### src/rtl/pixel_pkg.sv
// Shared types and default parameters for the pixel merger and its per-core FIFOs.
package pixel_pkg;

    typedef enum logic {
        IDLE   = 1'b0,
        STREAM = 1'b1
    } merger_state_t;

    typedef struct packed {
        logic [7:0] r;
        logic [7:0] g;
        logic [7:0] b;
    } rgb_t;

    localparam int DEF_NUM_CORES  = 4;
    localparam int DEF_PIX_W      = 24;
    localparam int DEF_FIFO_DEPTH = 4;
    localparam int DEF_DIM_W      = 13;

endpackage

### src/rtl/pixel_merger_if.sv
// Core-side input channels and AXI4-Stream video output of the pixel merger.
interface pixel_merger_if
    import pixel_pkg::*;
#(
    parameter int NUM_CORES = DEF_NUM_CORES,
    parameter int PIX_W     = DEF_PIX_W
) ();

    logic [NUM_CORES*PIX_W-1:0] core_data;
    logic [NUM_CORES-1:0]       core_valid;
    logic [NUM_CORES-1:0]       core_ready;
    logic [PIX_W-1:0]           m_tdata;
    logic                       m_tvalid;
    logic                       m_tready;
    logic                       m_tuser;
    logic                       m_tlast;

    // The merger is the stream master on the video side.
    modport master (
        input  core_data, core_valid, m_tready,
        output core_ready, m_tdata, m_tvalid, m_tuser, m_tlast
    );

    modport slave (
        output core_data, core_valid, m_tready,
        input  core_ready, m_tdata, m_tvalid, m_tuser, m_tlast
    );

endinterface

### src/rtl/pixel_fifo.sv
// Small synchronous FIFO with a combinational head read; one instance per compute core.
module pixel_fifo
    import pixel_pkg::*;
#(
    parameter int WIDTH = DEF_PIX_W,
    parameter int DEPTH = DEF_FIFO_DEPTH
) (
    input  logic                   clk,
    input  logic                   rst_n,
    input  logic                   push,
    input  logic                   pop,
    input  logic [WIDTH-1:0]       din,
    output logic [WIDTH-1:0]       dout,
    output logic                   full,
    output logic                   empty,
    output logic [$clog2(DEPTH):0] count
);

    localparam int ADDR_W = $clog2(DEPTH);
    localparam int CNT_W  = ADDR_W + 1;
    localparam logic [CNT_W-1:0] FULL_CNT = DEPTH[CNT_W-1:0];

    logic [WIDTH-1:0]  mem_q [DEPTH];
    logic [ADDR_W-1:0] wr_ptr_q, wr_ptr_d;
    logic [ADDR_W-1:0] rd_ptr_q, rd_ptr_d;
    logic [CNT_W-1:0]  count_q, count_d;
    logic              do_push, do_pop;

    assign full    = (count_q == FULL_CNT);
    assign empty   = (count_q == '0);
    assign count   = count_q;
    assign dout    = mem_q[rd_ptr_q];
    assign do_push = push && !full;
    assign do_pop  = pop && !empty;

    // Power-of-two depth lets the pointers wrap naturally at their width.
    always_comb begin
        wr_ptr_d = wr_ptr_q;
        rd_ptr_d = rd_ptr_q;
        count_d  = count_q + CNT_W'(do_push) - CNT_W'(do_pop);
        if (do_push) wr_ptr_d = wr_ptr_q + ADDR_W'(1);
        if (do_pop)  rd_ptr_d = rd_ptr_q + ADDR_W'(1);
    end

    always_ff @(posedge clk or negedge rst_n) begin
        if (!rst_n) begin
            wr_ptr_q <= '0;
            rd_ptr_q <= '0;
            count_q  <= '0;
        end else begin
            wr_ptr_q <= wr_ptr_d;
            rd_ptr_q <= rd_ptr_d;
            count_q  <= count_d;
        end
    end

    always_ff @(posedge clk) begin
        if (do_push) mem_q[wr_ptr_q] <= din;
    end

endmodule

### src/rtl/pixel_merger.sv
// Merges per-core pixel streams in strict round-robin order into one AXI4-Stream video output
// with SOF/EOL markers generated from internal x/y counters.
module pixel_merger
    import pixel_pkg::*;
#(
    parameter int NUM_CORES  = DEF_NUM_CORES,
    parameter int PIX_W      = DEF_PIX_W,
    parameter int FIFO_DEPTH = DEF_FIFO_DEPTH,
    parameter int DIM_W      = DEF_DIM_W
) (
    input  logic                         aclk,
    input  logic                         aresetn,
    pixel_merger_if.master               bus,
    input  logic [$clog2(NUM_CORES)-1:0] active_cores,
    input  logic [DIM_W-1:0]             image_width,
    input  logic [DIM_W-1:0]             image_height,
    output logic                         frame_done
);

    localparam int CUR_W = $clog2(NUM_CORES);
    localparam int CNT_W = $clog2(FIFO_DEPTH) + 1;

    merger_state_t    state_q, state_d;
    logic [CUR_W-1:0] cur_q, cur_d, ac_q, ac_d;
    logic [DIM_W-1:0] w_q, w_d, h_q, h_d, x_q, x_d, y_q, y_d;
    logic [PIX_W-1:0] tdata_q, tdata_d;
    logic             tvalid_q, tvalid_d, tuser_q, tuser_d, tlast_q, tlast_d;
    logic             flast_q, flast_d, frame_done_q, frame_done_d;

    logic [NUM_CORES-1:0] fifo_full, fifo_empty, fifo_pop, core_en, core_ready;
    logic [PIX_W-1:0]     fifo_dout [NUM_CORES];
    logic [CNT_W-1:0]     fill_unused [NUM_CORES];
    logic                 dims_ok, accept, frame_end, load;

    assign dims_ok   = (w_q != '0) && (h_q != '0);
    assign accept    = tvalid_q && bus.m_tready;
    assign frame_end = accept && flast_q;
    // Strictly in-order: only the FIFO under the pointer may feed the output register.
    assign load      = !fifo_empty[cur_q] && dims_ok && (!tvalid_q || accept) && !frame_end;

    always_comb begin
        core_en = '0;
        for (int i = 0; i < NUM_CORES; i++) core_en[i] = (i <= int'(ac_q));
    end

    for (genvar i = 0; i < NUM_CORES; i++) begin : g_core
        assign core_ready[i] = dims_ok && core_en[i] && !fifo_full[i];
        assign fifo_pop[i]   = load && (cur_q == CUR_W'(i));

        pixel_fifo #(
            .WIDTH (PIX_W),
            .DEPTH (FIFO_DEPTH)
        ) u_fifo (
            .clk   (aclk),
            .rst_n (aresetn),
            .push  (bus.core_valid[i] && core_ready[i]),
            .pop   (fifo_pop[i]),
            .din   (bus.core_data[i*PIX_W +: PIX_W]),
            .dout  (fifo_dout[i]),
            .full  (fifo_full[i]),
            .empty (fifo_empty[i]),
            .count (fill_unused[i])
        );
    end

    always_comb begin
        state_d      = state_q;
        cur_d        = cur_q;
        ac_d         = ac_q;
        w_d          = w_q;
        h_d          = h_q;
        x_d          = x_q;
        y_d          = y_q;
        tdata_d      = tdata_q;
        tvalid_d     = tvalid_q;
        tuser_d      = tuser_q;
        tlast_d      = tlast_q;
        flast_d      = flast_q;
        frame_done_d = 1'b0;

        if (state_q == IDLE) begin
            w_d  = image_width;
            h_d  = image_height;
            ac_d = active_cores;
        end

        if (accept) tvalid_d = 1'b0;

        // Markers are decided from the coordinates of the pixel being loaded.
        if (load) begin
            tdata_d  = fifo_dout[cur_q];
            tvalid_d = 1'b1;
            tuser_d  = (x_q == '0) && (y_q == '0);
            tlast_d  = (x_q == w_q - DIM_W'(1));
            flast_d  = tlast_d && (y_q == h_q - DIM_W'(1));
            cur_d    = (cur_q == ac_q) ? '0 : cur_q + CUR_W'(1);
            if (tlast_d) begin
                x_d = '0;
                y_d = (y_q == h_q - DIM_W'(1)) ? '0 : y_q + DIM_W'(1);
            end else begin
                x_d = x_q + DIM_W'(1);
            end
            if (state_q == IDLE) state_d = STREAM;
        end

        if (frame_end) begin
            state_d      = IDLE;
            cur_d        = '0;
            x_d          = '0;
            y_d          = '0;
            frame_done_d = 1'b1;
        end
    end

    always_ff @(posedge aclk or negedge aresetn) begin
        if (!aresetn) begin
            state_q      <= IDLE;
            cur_q        <= '0;
            ac_q         <= '0;
            w_q          <= '0;
            h_q          <= '0;
            x_q          <= '0;
            y_q          <= '0;
            tdata_q      <= '0;
            tvalid_q     <= 1'b0;
            tuser_q      <= 1'b0;
            tlast_q      <= 1'b0;
            flast_q      <= 1'b0;
            frame_done_q <= 1'b0;
        end else begin
            state_q      <= state_d;
            cur_q        <= cur_d;
            ac_q         <= ac_d;
            w_q          <= w_d;
            h_q          <= h_d;
            x_q          <= x_d;
            y_q          <= y_d;
            tdata_q      <= tdata_d;
            tvalid_q     <= tvalid_d;
            tuser_q      <= tuser_d;
            tlast_q      <= tlast_d;
            flast_q      <= flast_d;
            frame_done_q <= frame_done_d;
        end
    end

    assign bus.core_ready = core_ready;
    assign bus.m_tdata    = tdata_q;
    assign bus.m_tvalid   = tvalid_q;
    assign bus.m_tuser    = tuser_q;
    assign bus.m_tlast    = tlast_q;
    assign frame_done     = frame_done_q;

endmodule
### src/flat_wrapper.sv
// flat-port wrapper written by rule: the top's interface ports become plain ports
module pixel_merger_flat import pixel_pkg::*;
#(
    parameter int NUM_CORES  = DEF_NUM_CORES,
    parameter int PIX_W      = DEF_PIX_W,
    parameter int FIFO_DEPTH = DEF_FIFO_DEPTH,
    parameter int DIM_W      = DEF_DIM_W
)
  (aclk, aresetn, active_cores, image_width, image_height, frame_done, bus_core_data, bus_core_valid, bus_m_tready, bus_core_ready, bus_m_tdata, bus_m_tvalid, bus_m_tuser, bus_m_tlast);
  pixel_merger_if #(.NUM_CORES(NUM_CORES), .PIX_W(PIX_W)) bus_i ();
  input  logic aclk;
  input  logic aresetn;
  input  logic [$clog2(NUM_CORES)-1:0] active_cores;
  input  logic [DIM_W-1:0] image_width;
  input  logic [DIM_W-1:0] image_height;
  output logic frame_done;
  input wire logic [$bits(bus_i.core_data)-1:0] bus_core_data;
  input wire logic [$bits(bus_i.core_valid)-1:0] bus_core_valid;
  input wire logic [$bits(bus_i.m_tready)-1:0] bus_m_tready;
  output wire logic [$bits(bus_i.core_ready)-1:0] bus_core_ready;
  output wire logic [$bits(bus_i.m_tdata)-1:0] bus_m_tdata;
  output wire logic [$bits(bus_i.m_tvalid)-1:0] bus_m_tvalid;
  output wire logic [$bits(bus_i.m_tuser)-1:0] bus_m_tuser;
  output wire logic [$bits(bus_i.m_tlast)-1:0] bus_m_tlast;
  assign bus_i.core_data = bus_core_data;
  assign bus_i.core_valid = bus_core_valid;
  assign bus_i.m_tready = bus_m_tready;
  assign bus_core_ready = bus_i.core_ready;
  assign bus_m_tdata = bus_i.m_tdata;
  assign bus_m_tvalid = bus_i.m_tvalid;
  assign bus_m_tuser = bus_i.m_tuser;
  assign bus_m_tlast = bus_i.m_tlast;
  pixel_merger #(.NUM_CORES(NUM_CORES), .PIX_W(PIX_W), .FIFO_DEPTH(FIFO_DEPTH), .DIM_W(DIM_W)) u_core (.aclk(aclk), .aresetn(aresetn), .bus(bus_i), .active_cores(active_cores), .image_width(image_width), .image_height(image_height), .frame_done(frame_done));
endmodule
### config.mk
export PLATFORM = sky130hd
export DESIGN_NAME = pixel_merger_flat
export DESIGN_NICKNAME = d
export VERILOG_FILES = /design/src/rtl/pixel_pkg.sv /design/src/rtl/pixel_merger_if.sv /design/src/rtl/pixel_fifo.sv /design/src/rtl/pixel_merger.sv /design/src/flat_wrapper.sv
export SDC_FILE = /design/constraint.sdc
export NUM_CORES = 1
export LEC_CHECK = 0
export ABC_AREA = 1
export CORE_ASPECT_RATIO = 0.5
export CORE_MARGIN = 2
export CORE_UTILIZATION = 60
export CTS_BUF_LIST = sky130_fd_sc_hd__clkbuf_4 sky130_fd_sc_hd__clkbuf_8
export DETAILED_ROUTE_END_ITERATION = 8
export PLACE_DENSITY = 0.8
export SYNTH_ARGS = -nofsm -noshare
export SYNTH_HDL_FRONTEND = slang
export SYNTH_HIERARCHICAL = 1
export SYNTH_SLANG_ARGS = --single-unit
### constraint.sdc
create_clock -name aclk -period 4.4 [get_ports aclk]
set_clock_uncertainty 0.1 [all_clocks]
set_input_delay 0.88 -clock aclk [delete_from_list [all_inputs] [get_ports aclk]]
set_output_delay 0.88 -clock aclk [all_outputs]
set_load 0.005 [all_outputs]
==> summary.md <==
| Metric | Value |
|---|---|
| Outcome | `complete, no violations` |
| Crit share post-route | `around 88%` |
| Synthesized Nets | `2486` |
| Synth Area in XOR/XNOR | `1.35%` |
| Synth cell types | `40` |
| Met1 Routed Length | `roughly 22000 µm` |
| Synth warn | `6` |
| CTS Buffer Depth | `3` |
| # IOs | `163` |
| Max-slew violations | `0` |
| Remaining Overflow, GRT | `0` |
| WL final | `between 50000 and 60000 µm` |
| Clock Tree Root | `clkbuf_8` |
| Final GP Congestion | `~0.90` |
| CTS tree | `done` |
| Ys async rst share | `between 20% and 30%` |
| Met2 wire length | `about 25000 µm` |
| Layout cell share with drive strength beyond 1 | `under 10%` |
| Via density | `around 5.4` |
| Fmax achieved | `approximately 0.26 GHz` |
| Peak supply drop | `about 0.00033 V` |
| EDFF count, synth | `roughly 380` |
| Post-cts resize count | `0` |
| Critical Path RT | `3.42 ns` |
| Setup tns final | `0 ns` |
| Placed cell areas | `0.0247 mm²` |
| Tmin final | `3.85 ns` |
| Post-route cell area | `roughly 0.026 mm²` |
| All-Layer GR Usage | `27.0%` |
| Largest net degree at the start of global routing | `75` |
| Crit start category | `flip-flop` |
| Power density cells | `a little over 600 mW/mm²` |
| Count of hold buffers inserted by post-cts repair | `0` |
| # port buffers | `around 160` |
| Critical Path Sink Type | `output port` |
| Metal3 WL | `around 4000 µm` |
| Die Span Y | `between 100 and 150 µm` |
| Clock sinks | `about 500` |
| Slew headroom | `between 30% and 40%` |
| First-pass GRT wire length | `between 80000 and 90000 µm` |
| Share of the synthesized area in the top cell type | `50.7%` |
| Area Growth Syn to Fin | `14.8%` |
| RR Endpoint | `u_core/g_core[2].u_fifo/count[2]` |
| Max Cap Viol | `0` |
| Critical Path AT | `about 2.9 ns` |
| CP Max Fanout | `7` |
| Multiplexer area fraction after synthesis | `0%` |
| Synth area leaders | `edfxtp_1, dfrtp_1, nand2_1` |
| Die width | `between 200 and 300 µm` |
| Row Count | `50` |
| Starting Density | `just over 60%` |
| Area leader, netlist | `edfxtp_1` |
| H-tree depth | `3` |
| Top Metal Used | `met5` |
| Dpl hpwl | `around 35000 µm` |
| Main combinational cell family by area after synthesis | `simple AND/OR/NAND/NOR gates` |
| WS Path Type | `reg2out` |
| #FFs+latches synth | `roughly 500` |
| Via count | `16400` |
| Cell count after synthesis | `about 2300` |
| Die area | `between 0.03 and 0.04 mm²` |
| R2r setup slk | `~0.95 ns` |
| Sequential share of the synthesized area | `about 63%` |
| RSZ-0062 raised after global routing | `false` |
| Leakage | `approximately 11 nW` |
| Clk Latency, worst-skew pair | `~0.64 ns` |
| Compound-cell area share of the yosys netlist | `6.79%` |
| Net count, final | `roughly 2700` |
| Post-synth top flop | `edfxtp_1` |
| Clock-pin slew on the worst setup and hold paths | `0.07 ns` |
| Post-synthesis area per instance | `9.81 µm²` |
| Post-Synth Simple-Gate Area | `19.8%` |
| Final hold vios | `0` |
| Cell Area, Synth | `approximately 0.023 mm²` |
| Fillers | `approximately 2700` |
| WL/cell | `17.3 µm` |
| Slew @ Worst Pin | `about 1.0 ns` |
| Post-route DRC | `0` |
| Setup Viol. Count Final | `0` |
| Num CTS Buffers | `69` |
| Worst r2r src | `u_core/h_q[0]` |
| Worst Setup SP | `u_core/h_q[0]` |
| Detail Route Antenna Nets | `0` |
| R2R cell count | `16` |
| HP Class | `in2async` |
| Post-CTS Repair Setup Buffers | `0` |
| Post-synthesis adder-cell area fraction | `2.22%` |
| DRT iter0 DRCs | `approximately 1800` |
| Initial antenna violation count | `2` |
| Core ar. | `0.0373 mm²` |
| Drt first pass iters | `5` |
| Vias in the first global route | `between 15000 and 20000` |
-- Yosys cell counts, types with 7 or more instances --
master    number
clkbuf_1      43
nor3_1         8
edfxtp_1     384
buf_4          8
o21ai_0      137
a31oi_1       24
nand3_1       87
o21ai_1      134
dfrtp_1      114
xnor2_1        7
nand3b_1       9
ha_1          34
buf_2         21
nor2_1       399
inv_2          8
buf_6         21
xor2_1        28
nand2_1      566
inv_1        230
-- stage by stage --
| step | hold WS [ns] | setup WS [ns] | instances | power, mW | utilization (%) |
|---|---|---|---|---|---|
| global placement | 0.352 | 0.916 | 2907 | 12.0 | 66.1 |
| detailed placement | 0.359 | 0.779 | 2907 | 12.3 | 66.1 |
| CTS | 0.166 | 0.504 | 3030 | 16.0 | 69.9 |
| global route | 0.181 | 0.324 | 3030 | 16.9 | 69.9 |
| floorplan | 0.341 | 1.18 | 2317 | 10.5 | - |
| finish | 0.166 | 0.546 | 3031 | 16.0 | 69.9 |
-- cells by family (layout without fill, tap and decap cells) --
logic type               count (synthesis)  after routing
XOR/XNOR                                35             35
buffers and inverters                  337            556
AND/OR/NAND/NOR                       1107           1107
flip-flops                             498            498
other                                    0              1
adder cells (fa/ha/maj)                 38             38
AO/OA/AOI/OAI                          302            302
-- critical path, stage by stage (launching register included) --
cell	delay, ns
dfrtp_1	0.40
inv_1	0.18
ha_1	0.26
nand2_2	0.11
nor2_4	0.15
nand3_2	0.11
nand2_4	0.20
inv_1	0.06
nand2_1	0.21
nor3_1	0.09
clkdlybuf4s50_1	0.48
-- layout by cell type (no fill, tap or decap), types with 22 or more instances in the layout --
cell / n
o21ai_1: 134
nor2_1: 383
dfrtp_1: 109
ha_1: 34
inv_1: 230
edfxtp_1: 384
nor2_2: 22
clkbuf_4: 28
nand2_1: 566
buf_4: 28
clkdlybuf4s50_1: 161
clkbuf_8: 76
o21ai_0: 137
xor2_1: 28
nand3_1: 87
a31oi_1: 24
-- power breakdown --
part           internal (mW)  leakage, nW  switching (mW)  total [mW]
combinational           1.81         5.29            3.72        5.53
clock                   1.90        0.736            1.75        3.65
sequential              6.18         4.81           0.608        6.79
total                   9.89         10.8            6.07        16.0
-- sequential cells by signal (all words and copies together), names as in the netlist, 2 cells and up --
signal,flops
u_core/ac_q,2
u_core/bus.m_tdata,24
u_core/cur_q,2
u_core/g_core.u_fifo/count,12
u_core/g_core.u_fifo/mem_q,384
u_core/g_core.u_fifo/rd_ptr_q,8
u_core/g_core.u_fifo/wr_ptr_q,8
u_core/h_q,13
u_core/w_q,13
u_core/x_q,13
u_core/y_q,13
-- cell type report --
type / count / area (µm²) / area share [%]
flip-flops and latches: 498 / 14400 / 55.1
multi-input cells: 1482 / 6900 / 26.4
repair buffers: 192 / 1880 / 7.21
clock buffers: 104 / 1260 / 4.81
inverters: 241 / 910 / 3.49
well taps: 494 / 618 / 2.37
clock inverters: 19 / 143 / 0.547
diodes: 1 / 2.50 / 0.00959
-- metal layers --
layer  GRT usage [%]  up-vias
met1            37.2     7782
li1                -     7893
met5               0        -
met2            42.9      632
met4            9.73        2
met3            6.03      101
-- worst max path at each step --
stage                                                endpoint  slack (ns)  cells after the start
after floorplan           u_core/g_core[3].u_fifo/mem_q[0][0]        1.18                     12
after global placement       u_core/g_core[0].u_fifo/count[2]        0.92                     15
after detailed placement     u_core/g_core[0].u_fifo/count[2]        0.78                     15
after CTS                                   bus_core_ready[3]        0.50                     10
after global routing                        bus_core_ready[3]        0.32                     10
final                                       bus_core_ready[3]        0.55                     10
Note: power is estimated with default switching activity, not from simulation.
